$ cat src/rtl/cpu_execute_pipe.sv
`default_nettype none
// ============================================================================
// Module   : cpu_execute_pipe
// Purpose  : Execute stage: operand forwarding, immediate select, single-cycle
//            ALU, iterative shift-add multiplier, registered E/M outputs and a
//            persistent NZVC flag register. Requests an upstream stall while a
//            multiply is in flight.
// Revision : 1.0 - initial release
// ============================================================================
module cpu_execute_pipe #(
  parameter int WIDTH      = 16,
  parameter int SHAMTWIDTH = $clog2(WIDTH)
) (
  input  logic             clk,
  input  logic             rst,
  input  logic             validE,
  input  logic             flushE,
  input  logic             flagWriteE,
  input  logic [2:0]       aluControlE,
  input  logic             data2SelectorE,
  input  logic [1:0]       data1ForwardSelectorE,
  input  logic [1:0]       data2ForwardSelectorE,
  input  logic [WIDTH-1:0] reg1ContentE,
  input  logic [WIDTH-1:0] reg2ContentE,
  input  logic [WIDTH-1:0] inmmediateE,
  input  logic [WIDTH-1:0] forwardM,
  input  logic [WIDTH-1:0] forwardWB,
  output logic             stallE,
  output logic             validM,
  output logic [WIDTH-1:0] aluOutputM,
  output logic             N,
  output logic             Z,
  output logic             V,
  output logic             C
);

  localparam logic [2:0] c_OP_ADD = 3'd0;
  localparam logic [2:0] c_OP_SUB = 3'd1;
  localparam logic [2:0] c_OP_AND = 3'd2;
  localparam logic [2:0] c_OP_OR  = 3'd3;
  localparam logic [2:0] c_OP_XOR = 3'd4;
  localparam logic [2:0] c_OP_SHL = 3'd5;
  localparam logic [2:0] c_OP_SHR = 3'd6;
  localparam logic [2:0] c_OP_MUL = 3'd7;

  // Step counter only needs to reach WIDTH-1.
  localparam int             c_CNTW     = $clog2(WIDTH);
  localparam logic [c_CNTW-1:0] c_CNT_LAST = c_CNTW'(WIDTH - 1);

  typedef enum logic [1:0] {
    S_IDLE     = 2'd0,
    S_MUL_BUSY = 2'd1,
    S_MUL_DONE = 2'd2
  } state_t;

  state_t                 r_state;
  state_t                 w_nextState;
  logic [2*WIDTH-1:0]     r_mulA;      // multiplicand, shifted left each step
  logic [WIDTH-1:0]       r_mulB;      // multiplier, shifted right each step
  logic [2*WIDTH-1:0]     r_product;
  logic [c_CNTW-1:0]      r_count;

  logic [WIDTH-1:0]       w_operandA;
  logic [WIDTH-1:0]       w_fwd2;
  logic [WIDTH-1:0]       w_operandB;
  logic [SHAMTWIDTH-1:0]  w_shamt;
  logic [WIDTH:0]         w_sum;
  logic [WIDTH:0]         w_diff;
  logic [WIDTH:0]         w_shl;       // bit WIDTH = last bit shifted out
  logic [WIDTH:0]         w_shr;       // bit 0     = last bit shifted out
  logic [WIDTH-1:0]       w_aluResult;
  logic                   w_aluV;
  logic                   w_aluC;
  logic [WIDTH-1:0]       w_mulLow;
  logic                   w_stall;
  logic                   w_startMul;
  logic                   w_aluDone;
  logic                   w_mulDone;

  assign w_shamt  = w_operandB[SHAMTWIDTH-1:0];
  assign w_sum    = {1'b0, w_operandA} + {1'b0, w_operandB};
  assign w_diff   = {1'b0, w_operandA} - {1'b0, w_operandB};
  assign w_shl    = {1'b0, w_operandA} << w_shamt;
  assign w_shr    = {w_operandA, 1'b0} >> w_shamt;
  assign w_mulLow = r_product[WIDTH-1:0];
  // Reset forces every output low, including the combinational stall.
  assign stallE   = w_stall & ~rst;

  // Forwarding muxes and immediate select; selector 3 aliases selector 0.
  always_comb begin
    w_operandA = reg1ContentE;
    w_fwd2     = reg2ContentE;
    case (data1ForwardSelectorE)
      2'd1:    w_operandA = forwardWB;
      2'd2:    w_operandA = forwardM;
      default: w_operandA = reg1ContentE;
    endcase
    case (data2ForwardSelectorE)
      2'd1:    w_fwd2 = forwardWB;
      2'd2:    w_fwd2 = forwardM;
      default: w_fwd2 = reg2ContentE;
    endcase
    w_operandB = data2SelectorE ? inmmediateE : w_fwd2;
  end

  // Single-cycle ALU with overflow and carry generation.
  always_comb begin
    w_aluResult = '0;
    w_aluV      = 1'b0;
    w_aluC      = 1'b0;
    case (aluControlE)
      c_OP_ADD: begin
        w_aluResult = w_sum[WIDTH-1:0];
        w_aluC      = w_sum[WIDTH];
        w_aluV      = (w_operandA[WIDTH-1] == w_operandB[WIDTH-1]) &&
                      (w_sum[WIDTH-1] != w_operandA[WIDTH-1]);
      end
      c_OP_SUB: begin
        w_aluResult = w_diff[WIDTH-1:0];
        w_aluC      = ~w_diff[WIDTH];   // carry means no borrow
        w_aluV      = (w_operandA[WIDTH-1] != w_operandB[WIDTH-1]) &&
                      (w_diff[WIDTH-1] != w_operandA[WIDTH-1]);
      end
      c_OP_AND: w_aluResult = w_operandA & w_operandB;
      c_OP_OR:  w_aluResult = w_operandA | w_operandB;
      c_OP_XOR: w_aluResult = w_operandA ^ w_operandB;
      c_OP_SHL: begin
        w_aluResult = w_shl[WIDTH-1:0];
        w_aluC      = w_shl[WIDTH];
      end
      c_OP_SHR: begin
        w_aluResult = w_shr[WIDTH:1];
        w_aluC      = w_shr[0];
      end
      default: w_aluResult = '0;
    endcase
  end

  // Multiply sequencer: next state, stall request and completion strobes.
  always_comb begin
    w_nextState = r_state;
    w_stall     = 1'b0;
    w_startMul  = 1'b0;
    w_aluDone   = 1'b0;
    w_mulDone   = 1'b0;
    case (r_state)
      S_IDLE: begin
        if (validE && !flushE) begin
          if (aluControlE == c_OP_MUL) begin
            w_stall     = 1'b1;
            w_startMul  = 1'b1;
            w_nextState = S_MUL_BUSY;
          end else begin
            w_aluDone = 1'b1;
          end
        end
      end
      S_MUL_BUSY: begin
        if (flushE) begin
          w_nextState = S_IDLE;
        end else begin
          w_stall = 1'b1;
          if (r_count == c_CNT_LAST) w_nextState = S_MUL_DONE;
        end
      end
      S_MUL_DONE: begin
        w_nextState = S_IDLE;
        w_mulDone   = ~flushE;
      end
      default: w_nextState = S_IDLE;
    endcase
  end

  // State register.
  always_ff @(posedge clk or posedge rst) begin
    if (rst) r_state <= S_IDLE;
    else     r_state <= w_nextState;
  end

  // Operand capture and one shift-add step per cycle while busy.
  always_ff @(posedge clk or posedge rst) begin
    if (rst) begin
      r_mulA    <= '0;
      r_mulB    <= '0;
      r_product <= '0;
      r_count   <= '0;
    end else if (w_startMul) begin
      r_mulA    <= {{WIDTH{1'b0}}, w_operandA};
      r_mulB    <= w_operandB;
      r_product <= '0;
      r_count   <= '0;
    end else if (r_state == S_MUL_BUSY && !flushE) begin
      if (r_mulB[0]) r_product <= r_product + r_mulA;
      r_mulA  <= r_mulA << 1;
      r_mulB  <= r_mulB >> 1;
      r_count <= r_count + c_CNTW'(1);
    end
  end

  // E/M result register and NZVC flag register.
  always_ff @(posedge clk or posedge rst) begin
    if (rst) begin
      validM     <= 1'b0;
      aluOutputM <= '0;
      N          <= 1'b0;
      Z          <= 1'b0;
      V          <= 1'b0;
      C          <= 1'b0;
    end else begin
      validM <= w_aluDone | w_mulDone;
      if (w_aluDone) begin
        aluOutputM <= w_aluResult;
        if (flagWriteE) begin
          N <= w_aluResult[WIDTH-1];
          Z <= (w_aluResult == '0);
          V <= w_aluV;
          C <= w_aluC;
        end
      end else if (w_mulDone) begin
        aluOutputM <= w_mulLow;
        if (flagWriteE) begin
          N <= w_mulLow[WIDTH-1];
          Z <= (w_mulLow == '0);
          V <= 1'b0;
          C <= |r_product[2*WIDTH-1:WIDTH];
        end
      end
    end
  end

endmodule
`default_nettype wire
$ cat config.mk
export PLATFORM = sky130hd
export DESIGN_NAME = cpu_execute_pipe
export DESIGN_NICKNAME = d
export VERILOG_FILES = /design/src/rtl/cpu_execute_pipe.sv
export SDC_FILE = /design/constraint.sdc
export NUM_CORES = 1
export LEC_CHECK = 0
export BUFFER_PORTS_ARGS = -buffer_cell sky130_fd_sc_hd__buf_4
export CAP_MARGIN = 20
export CORE_MARGIN = 1
export CORE_UTILIZATION = 60
export CTS_CLUSTER_SIZE = 28
export DETAILED_ROUTE_END_ITERATION = 16
export PLACE_DENSITY = 0.87
export SKIP_CTS_REPAIR_TIMING = 1
export SYNTH_ARGS = -nofsm -noshare
export SYNTH_HDL_FRONTEND = slang
export SYNTH_SLANG_ARGS = --single-unit
$ cat constraint.sdc
create_clock -name clk -period 4.1 [get_ports clk]
set_input_delay 0.82 -clock clk [delete_from_list [all_inputs] [get_ports clk]]
set_output_delay 0.82 -clock clk [all_outputs]
set_load 0.01 [all_outputs]
* Word level (Yosys, flattened, before mapping)
Index checks and enable logic that the tools add are counted.
** Storage, ports and cells
- Flip-flop bits (word level) :: 107
- Output and inout bits :: 22
- Word-level logic and storage cells :: 111
** Cells by class
- Add/subtract/negate cells :: 4
- Eq/ne operators :: 23
- Shift operators :: 2
- Mux-type cells :: 47
- Bitwise gates (word level) :: 8
- Reductions and logical operators :: 16
** Operator list (count)
- 32-bit two-way mux :: 5
- 16-bit case mux with 7 select lines :: 1
- 16-bit two-way mux :: 5
- 16-bit case mux with 2 select lines :: 2
- 32-bit adder :: 1
- 16-bit logical NOT :: 2
- 1-bit two-way mux :: 24
- 16-bit by 16-bit adder with 17-bit output :: 1
- 16-bit by 4-bit << shifter with 17-bit output :: 1
- 17-bit by 4-bit >> shifter with 17-bit output :: 1
- 16-bit by 16-bit subtractor with 17-bit output :: 1
- 16-bit AND :: 1
- 16-bit OR :: 1
- 16-bit OR reduction :: 1
- 16-bit bitwise XOR :: 1
- 3-bit == test (second input constant) :: 4
- 2-bit two-way mux :: 4
- 4-bit two-way mux :: 2
- 2-bit != test (second input constant) :: 4
- 2-bit by 1-bit == test with 1-bit output (second input constant) :: 3
- 2-bit == test (second input constant) :: 3
- 3-bit by 2-bit == test with 1-bit output (second input constant) :: 2
- 3-bit AND reduction :: 2
- 2-bit nonzero test :: 3
- 17 further kinds :: 25

* Depth between registers and ports, before layout
Gate-level depths: netlist of the first run.
- Depth in word-level cells :: 9
- Gate-level depth with buffers :: 21
- Depth with buffers taken out :: 18

* Worst setup path after synthesis of the first run
No wires, ideal clock.
- Path kind :: in2reg
- From :: input port data2ForwardSelectorE[0]
- To :: register Z
- Setup time :: 66 ps
- Arrival :: 5152 ps
- Data required time :: 4034 ps
- Setup slack :: -1118 ps
- Stages :: 20
- Path buffers :: 4
- Path through :: inv_1 > ha_1 > buf_6 > nor3b_2 > a221oi_4 > buf_6 > buf_6 > buf_2 > ha_1 > inv_1 > fa_1 > a21o_1 > and3_1 > or4b_1 > a311oi_2 > o221ai_1 > a2111oi_1 > nand3_1 > nor4_1 > a31o_1
** On the way
- Cells in the longest elaborated chain, start to end :: 8
** Ends and longest elaborated chain
- from (decl) :: line 22 : input logic [1:0] data2ForwardSelectorE,
- 2-bit == test or 2-bit by 1-bit == test with 1-bit output (tied branches) :: line 98 : case (data2ForwardSelectorE)
- 16-bit case mux with 2 select lines * :: line 98
- 16-bit two-way mux * :: line 103 : w_operandB = data2SelectorE ? inmmediateE : w_fwd2;
- 16-bit by 16-bit subtractor with 17-bit output (tied with other cells) :: line 82 : assign w_diff = {1'b0, w_operandA} - {1'b0, w_operandB};
- 16-bit case mux with 7 select lines * :: line 111 : case (aluControlE)
- 16-bit logical NOT * :: line 215 : Z <= (w_aluResult == '0);
- 1-bit two-way mux * :: line 213 : if (flagWriteE) begin
- 1-bit two-way mux * :: line 211 : if (w_aluDone) begin
- to (signal assigned) :: line 215
- to (signal assigned) :: line 223 : Z <= (w_mulLow == '0);
- to (decl) :: line 32 : output logic Z,
Mark *: on every way between the ends. The rest lies on a longest branch, timed or not. The select of a mux whose other input is x is not followed.
A chain may end at the register's enable or synchronous reset.

* Worst setup path in the final report of the first run
Same ends and word-level chain as after synthesis.

==> results by group, run 1 <==
Clocking
  • H-tree levels: 3
  • Clk sinks: 107
  • Worst skew pair latency: 0.36 ns
  • TritonCTS clock tree: built
  • TritonCTS Buffers: 9
  • Clock tree buffer depth: 2
  • Root Driver: clkbuf_16
  • Worst-path clk slew: 0.07 ns

Synth
  • Largest family of logic cells by synthesized area: compound AO/OA/AOI/OAI gates
  • Synthesized Nets: 1,583
  • Post-synthesis sequential area ratio: 0.248
  • Xor/xnor share of the synthesized area: 0.0276
  • Compound-Gate Fraction of Synth Area: 0.296
  • Mux contribution to synthesized area: 0.0587
  • Synth area leaders: dfrtp_1, ha_1, nand2_1
  • Share of Yosys cell area claimed by the top area cell type: 0.248
  • EDFF count, synth: 0
  • Synthesized instance count: 1,399
  • Top_reg_cell synth: dfrtp_1
  • Post-synth top cells: nand2_1, nor2_1, dfrtp_1, o21ai_0, a21oi_1
  • Largest area contributor in the netlist: dfrtp_1
  • Synth warn: 0
  • Simple-gate share of the synthesized area: 0.197
  • Synth Cell Area: 10,800 um2
  • Avg Inst Size Synth: 7.71 um2
  • Asr flop ratio synth: 1.00
  • FF+latch count, synth: 107
  • Post-synthesis cell type count: 88
  • Post-Synth Adder-Cell Area: 0.108
  • Most frequent cell after synthesis: nand2_1

Worst setup path
  • Startpoint types: input pin
  • Critical path depth in cells: 20
  • Buf/Inv on CP: 6
  • R2R setup slack: 0.55 ns
  • Crit Path Category: input pin to flop
  • Worst R2R Start: r_product[0]$_DFFE_PP0P_
  • Critical path peak fanout: 4
  • R2R cell count: 13
  • Worst endpoint required time: 4.40 ns
  • CP Cell Sequence: buf_8 -> inv_4 -> ha_4 -> buf_6 -> or2_4 -> o221ai_4 -> buf_4 -> ha_4 -> buf_4 -> nor2b_1 -> o211ai_1 -> nand3_2 -> buf_4 -> a221oi_2 -> xnor2_1 -> o22ai_1 -> a211oi_2 -> nand4_1 -> nor4_2 -> a31o_1
  • Arr. time, crit path: 4.73 ns
  • Worst r2r dst: r_product[28]$_DFFE_PP0P_
  • Crit path max-delay family: compound AO/OA/AOI/OAI gates
  • Max incr delay on CP: 0.33 ns
  • Crit-path slowest cell: nor4_2
  • Most used cell, CP: buf_4
  • Endpoint class of the critical path: flop

Timing
  • Fin crit period: 4.43 ns
  • RSZ-0062 raised after global routing: true
  • TNS Setup: -0.694 ns
  • Final setup viols: 5
  • Period utilization: 1.08
  • Final Hold Fails: 0
  • Worst-Margin Slew: 1.09 ns
  • Worst Skew: 0.0122 ns
  • Relative slew margins: 0.268
  • Max frequency: 226 MHz
  • Worst setup margin: -0.330 ns
  • Fin. max-slew vios: 0

Global routing
  • Number of global-route vias before repair: 12,200
  • Pin count of the biggest net entering global routing: 56
  • Overflow after GRT: 0
  • First-pass GRT wire length: 66,600 um
  • Initial antenna violation count: 0
  • Total global-route track usage: 0.467

Cells and area
  • Fin nets: 1,877
  • Cell Count, Final, Fillers Out: 1,923
  • Share of post-route cells with drive strength above 1: 0.286
  • Number of diodes: 0
  • Filler cells: 1,086
  • Fin util: 0.817
  • Area Growth Syn to Fin: 31.8%

Die
  • Core area: 17,400 um2
  • Starting Density: 0.620
  • Die span in x: 136 um
  • Die height: 136 um
  • I/O pin cnt: 115
  • Site Rows: 48
  • Die Area: 18,500 um2

Drt
  • DR WL/cell: 22.1 um
  • Detailed Routing Iterations Pass 1: 6
  • Via density per instance: 6.67
  • Iter 0 DRT Violations: 1,712
  • Final ANT Viol Nets: 0
  • Via count: 12,800
  • DRC viols: 0
  • Post-Route WL: 42,400 um

Status
  • Status: finished, violations left
  • Failing checks: setup timing

Power
  • Power per cell area: 348 nW/um2
  • Maximum vdd drop: 348 uV
  • Leak pwr: 0.00678 uW

Flow run
  • Max_cap viols: 0

Worst hold path
  • WHS Endpoint: N$_DFFE_PP0P_
  • WHS Path Cells: 2
  • Worst hold path type: flop to flop
  • Critical hold path startpoint: N$_DFFE_PP0P_

Placed design
  • PortBufs: 114
  • DP Cell Count: 1,900
  • Detailed placement HPWL: 32,300 um
  • RD Place Congestion: 1.06
==> cell usage in the layout, fill, tap and decap left out, drive strengths merged, types with 17 or more instances in the layout <==
master and instances:
nor2 111, nor3 19, a21oi 92, a22oi 48, nand2 212, xnor2 22, a211oi 23, o211ai 17
nor4 17, dfrtp 107, inv 81, buf 375, o21ai 113, mux2i 53, a31oi 29, ha 88
a21o 20
==> registers in the layout, summed over array words and instances (netlist names) <==
register,cells
C,1
N,1
V,1
Z,1
aluOutputM,16
r_count,4
r_mulA,32
r_mulB,16
r_product,32
r_state,2
validM,1
==> worst max-delay path by stage <==
| stage | endpoint | startpoint | slack [ns] |
|---|---|---|---|
| 3_3_place_gp | Z$_DFFE_PP0P_ | data2ForwardSelectorE[1] | -0.59 |
| 5_1_grt | Z$_DFFE_PP0P_ | data2ForwardSelectorE[0] | -0.40 |
| 2_1_floorplan | Z$_DFFE_PP0P_ | data2ForwardSelectorE[1] | -0.82 |
| 6_report | Z$_DFFE_PP0P_ | data2ForwardSelectorE[0] | -0.33 |
| 3_5_place_dp | Z$_DFFE_PP0P_ | data2ForwardSelectorE[0] | -0.69 |
| 4_1_cts | Z$_DFFE_PP0P_ | data2ForwardSelectorE[1] | -0.37 |
==> logic make-up after synthesis <==
logic type      Yosys count
buf+inv                 171
fa+ha+maj                91
simple gates            466
flops                   107
compound gates          471
xor+xnor                 34
mux                      59
==> per-layer routing <==
| layer | routed length [um] | global-route usage | up-vias |
|---|---|---|---|
| met1 | 16500 | 0.630 | 6025 |
| li1 | - | - | 5695 |
| met4 | 2270 | 0.201 | 0 |
| met3 | 4940 | 0.0932 | 185 |
| met2 | 18700 | 0.723 | 929 |
| met5 | 0 | 0 | - |
==> area by class of cell <==
type,instances,area (um2),area share
clock buffer,10,239,0.0168
tap,225,282,0.0198
clock inverter,6,46.3,0.00325
timing repair buffer,375,2860,0.201
multi-input combinational,1121,7810,0.549
inverter,79,304,0.0214
sequential,107,2680,0.188
==> power breakdown <==
| part | total (uW) | switching [uW] | internal (uW) | leakage [uW] |
|---|---|---|---|---|
| registers | 1430 | 185 | 1240 | 0.00140 |
| logic | 2660 | 1450 | 1210 | 0.00524 |
| clock network | 860 | 426 | 434 | 0.000135 |
| total | 4940 | 2060 | 2880 | 0.00678 |
==> through the flow <==
| stage | total power, uW | area [um2] | setup WS [ns] | hold slack [ns] |
|---|---|---|---|---|
| 2_1_floorplan | 2760 | 10900 | -0.818 | 0.449 |
| 3_3_place_gp | 3770 | 13600 | -0.594 | 0.482 |
| 4_1_cts | 4720 | 13800 | -0.366 | 0.509 |
| 5_1_grt | 5170 | 14200 | -0.401 | 0.545 |
| 3_5_place_dp | 3850 | 13600 | -0.691 | 0.493 |
| 6_report | 4940 | 14200 | -0.330 | 0.513 |
==> tightest hold or removal path, stage by stage (launching register included) <==
cell	delay [ns]
dfrtp_1	0.36
nand2_1	0.06
o31ai_1	0.06
No activity file was read; power rests on OpenSTA's default activity.
==> inputs of run 2 (changes only) <==
--- a/config.mk
+++ b/config.mk
@@ -7,11 +7,12 @@
 export LEC_CHECK = 0
 export BUFFER_PORTS_ARGS = -buffer_cell sky130_fd_sc_hd__buf_4
 export CAP_MARGIN = 20
-export CORE_MARGIN = 1
+export CORE_MARGIN = 4
 export CORE_UTILIZATION = 60
 export CTS_CLUSTER_SIZE = 28
 export DETAILED_ROUTE_END_ITERATION = 16
 export PLACE_DENSITY = 0.87
+export REMOVE_ABC_BUFFERS = 1
 export SKIP_CTS_REPAIR_TIMING = 1
 export SYNTH_ARGS = -nofsm -noshare
 export SYNTH_HDL_FRONTEND = slang
==> results by group, run 2 (same netlist as run 1, synthesis figures left out) <==
Status
  • Status: finished, violations left
  • Failing checks: setup timing

Worst setup path
  • Crit path max-delay family: compound AO/OA/AOI/OAI gates
  • Buf/Inv on CP: 4 (-2)
  • CP Cell Sequence: buf_6 -> inv_1 -> ha_4 -> nand2_1 -> a221oi_4 -> ha_2 -> inv_2 -> fa_2 -> a21o_1 -> and3_4 -> or4b_4 -> a311oi_4 -> o221ai_2 -> a2111oi_2 -> buf_4 -> nand3_2 -> nor4_2 -> a31o_1
  • Crit Path Category: input pin to flop
  • Worst endpoint required time: 4.39 ns (about the same)
  • Arr. time, crit path: 4.91 ns (+0.18 ns)
  • Crit-path slowest cell: or4b_4
  • Max incr delay on CP: 0.56 ns (+0.23 ns)
  • Critical path peak fanout: 4 (unchanged)
  • Endpoint class of the critical path: flop
  • Startpoint types: input pin

Cells and area
  • Share of post-route cells with drive strength above 1: 0.267 (-0.0189)
  • Leading cell type in the layout, fill and taps excluded: buf_4
  • Fin nets: 1,866 (-0.59%)
  • Number of diodes: 0 (unchanged)
  • Area of the multi-input gates: 7640 um2 (-2.2%)
  • Area Growth Syn to Fin: 29.7%
  • Top flop regs: r_mulA x32, r_product x32
  • Most frequent cells in the layout: buf_4, nand2_1, nor2_1
  • Storage cell area: 2680 um2 (unchanged)
  • Filler cells: 1,134 (+4.4%)
  • Finished Cell Area: 14,000 um2 (-1.6%)

Clocking
  • Root Driver: clkbuf_16
  • Clock tree buffer depth: 2 (unchanged)
  • Worst-path clk slew: 0.07 ns (about the same)
  • H-tree levels: 3 (unchanged)
  • TritonCTS Buffers: 9 (unchanged)
  • Worst skew pair latency: 0.35 ns (about the same)
  • Clk sinks: 107 (unchanged)
  • TritonCTS clock tree: built

Placed design
  • Post-DP Area: 13,400 um2 (-1.1%)
  • Detailed placement HPWL: 31,000 um (-3.9%)
  • RD Place Congestion: 1.04 (-1.4%)
  • PortBufs: 114 (unchanged)

Timing
  • Fin. max-slew vios: 0 (unchanged)
  • Fin crit period: 4.61 ns (+0.182 ns)
  • Worst Hold Slack: 0.492 ns (-0.0217 ns)
  • Worst setup margin: -0.512 ns (-0.182 ns)
  • Relative slew margins: 0.435 (+0.167)
  • Worst-Margin Slew: 0.847 ns (-0.247 ns)
  • Final setup viols: 10 (+5)
  • Worst Skew: 0.00921 ns (-0.00300 ns)
  • Period utilization: 1.12 (+0.0445)
  • Max frequency: 217 MHz (-4.0%)
  • RSZ-0062 raised after global routing: true
  • Final Hold Fails: 0 (unchanged)

Die
  • Starting Density: 0.618 (-0.00213)
  • Die Area: 20,200 um2 (+9.0%)
  • Die span in x: 142 um (+4.4%)
  • Site Rows: 48 (unchanged)
  • Core area: 17,500 um2 (+0.35%)
  • I/O pin cnt: 115 (unchanged)
  • Die height: 142 um (+4.4%)

Global routing
  • First-pass GRT wire length: 62,400 um (-6.3%)
  • Total global-route track usage: 0.386 (-0.0812)
  • Pin count of the biggest net entering global routing: 71 (+27%)
  • Number of global-route vias before repair: 12,000 (-1.5%)
  • Initial antenna violation count: 0 (unchanged)
  • Overflow after GRT: 0 (unchanged)

Drt
  • Detailed Routing Iterations Pass 1: 8 (+2)
  • DRC viols: 0 (unchanged)
  • DR WL/cell: 21.8 um (-1.1%)
  • Final ANT Viol Nets: 0 (unchanged)
  • Iter 0 DRT Violations: 1,612 (-5.8%)
  • Via count: 12,700 (-1.4%)
  • Via density per instance: 6.62 (-0.82%)
  • Post-Route WL: 41,700 um (-1.7%)

Flow run
  • Max_cap viols: 0 (unchanged)

Power
  • Power per cell area: 349 nW/um2 (+0.30%)
  • Leak pwr: 0.00671 uW (-0.96%)
  • Design Power: 4880 uW (-1.3%)
  • Maximum vdd drop: 329 uV (-5.5%)

Worst hold path
  • Worst hold path type: flop to flop
-- run 2: power by group --
group          switching [uW]  total, uW  internal, uW  leakage (uW)
registers                 168       1410          1240       0.00140
clock network             433        922           490      0.000149
logic                    1380       2550          1170       0.00516
total                    1980       4880          2900       0.00671
-- run 2: layer usage --
layer  vias up  share of wire  GRT usage
li1       5668              -          -
met5         -              0          0
met1      5916           0.39      0.513
met3       181           0.10     0.0612
met4         0          0.051      0.154
met2       891           0.46      0.631
-- run 2: per-stage QoR --
step	setup TNS (ns)	util	setup WS (ns)	cells
4_1_cts	-1.85	0.785	-0.458	1908
3_3_place_gp	-4.87	0.767	-0.681	1892
6_report	-1.61	0.801	-0.512	1912
5_1_grt	-3.13	0.801	-0.611	1912
3_5_place_dp	-6.29	0.767	-0.811	1892
2_1_floorplan	-70.99	-	-1.65	1307
-- run 2: path summary, 6_finish.rpt --
check                                     startpoint                        end  slack [ns]  depth (start not counted)
min                        r_product[31]$_DFFE_PP0P_  r_product[31]$_DFFE_PP0P_        0.49                          1
min in group asynchronous                        rst  r_product[19]$_DFFE_PP0P_        0.64                          2
max                         data2ForwardSelectorE[1]              Z$_DFFE_PP0P_       -0.51                         18
max reg2reg                 r_product[6]$_DFFE_PP0P_  r_product[31]$_DFFE_PP0P_        0.45                         11
min reg2reg                r_product[31]$_DFFE_PP0P_  r_product[31]$_DFFE_PP0P_        0.49                          1
max in group asynchronous                        rst              V$_DFFE_PP0P_        2.66                          3
-- run 2: final cells by class --
| class | count | area share |
|---|---|---|
| clock inverter | 6 | 0.00608 |
| clock buffer | 10 | 0.0164 |
| multi-input combinational | 1121 | 0.546 |
| inverter | 79 | 0.0217 |
| timing repair buffer | 364 | 0.199 |
| tap | 225 | 0.0201 |
| sequential | 107 | 0.191 |
-- run 2: worst reg2reg max path, cell delays in order (launching register included) --
cell and delay [ns]:
dfrtp_1 0.43, ha_1 0.39, a21oi_1 0.37, o211ai_1 0.20, a211o_1 0.39, o21bai_2 0.25
o2111ai_1 0.16, a31oi_1 0.44, o31ai_1 0.18, and4b_1 0.22, or3_1 0.39, mux2i_1 0.13
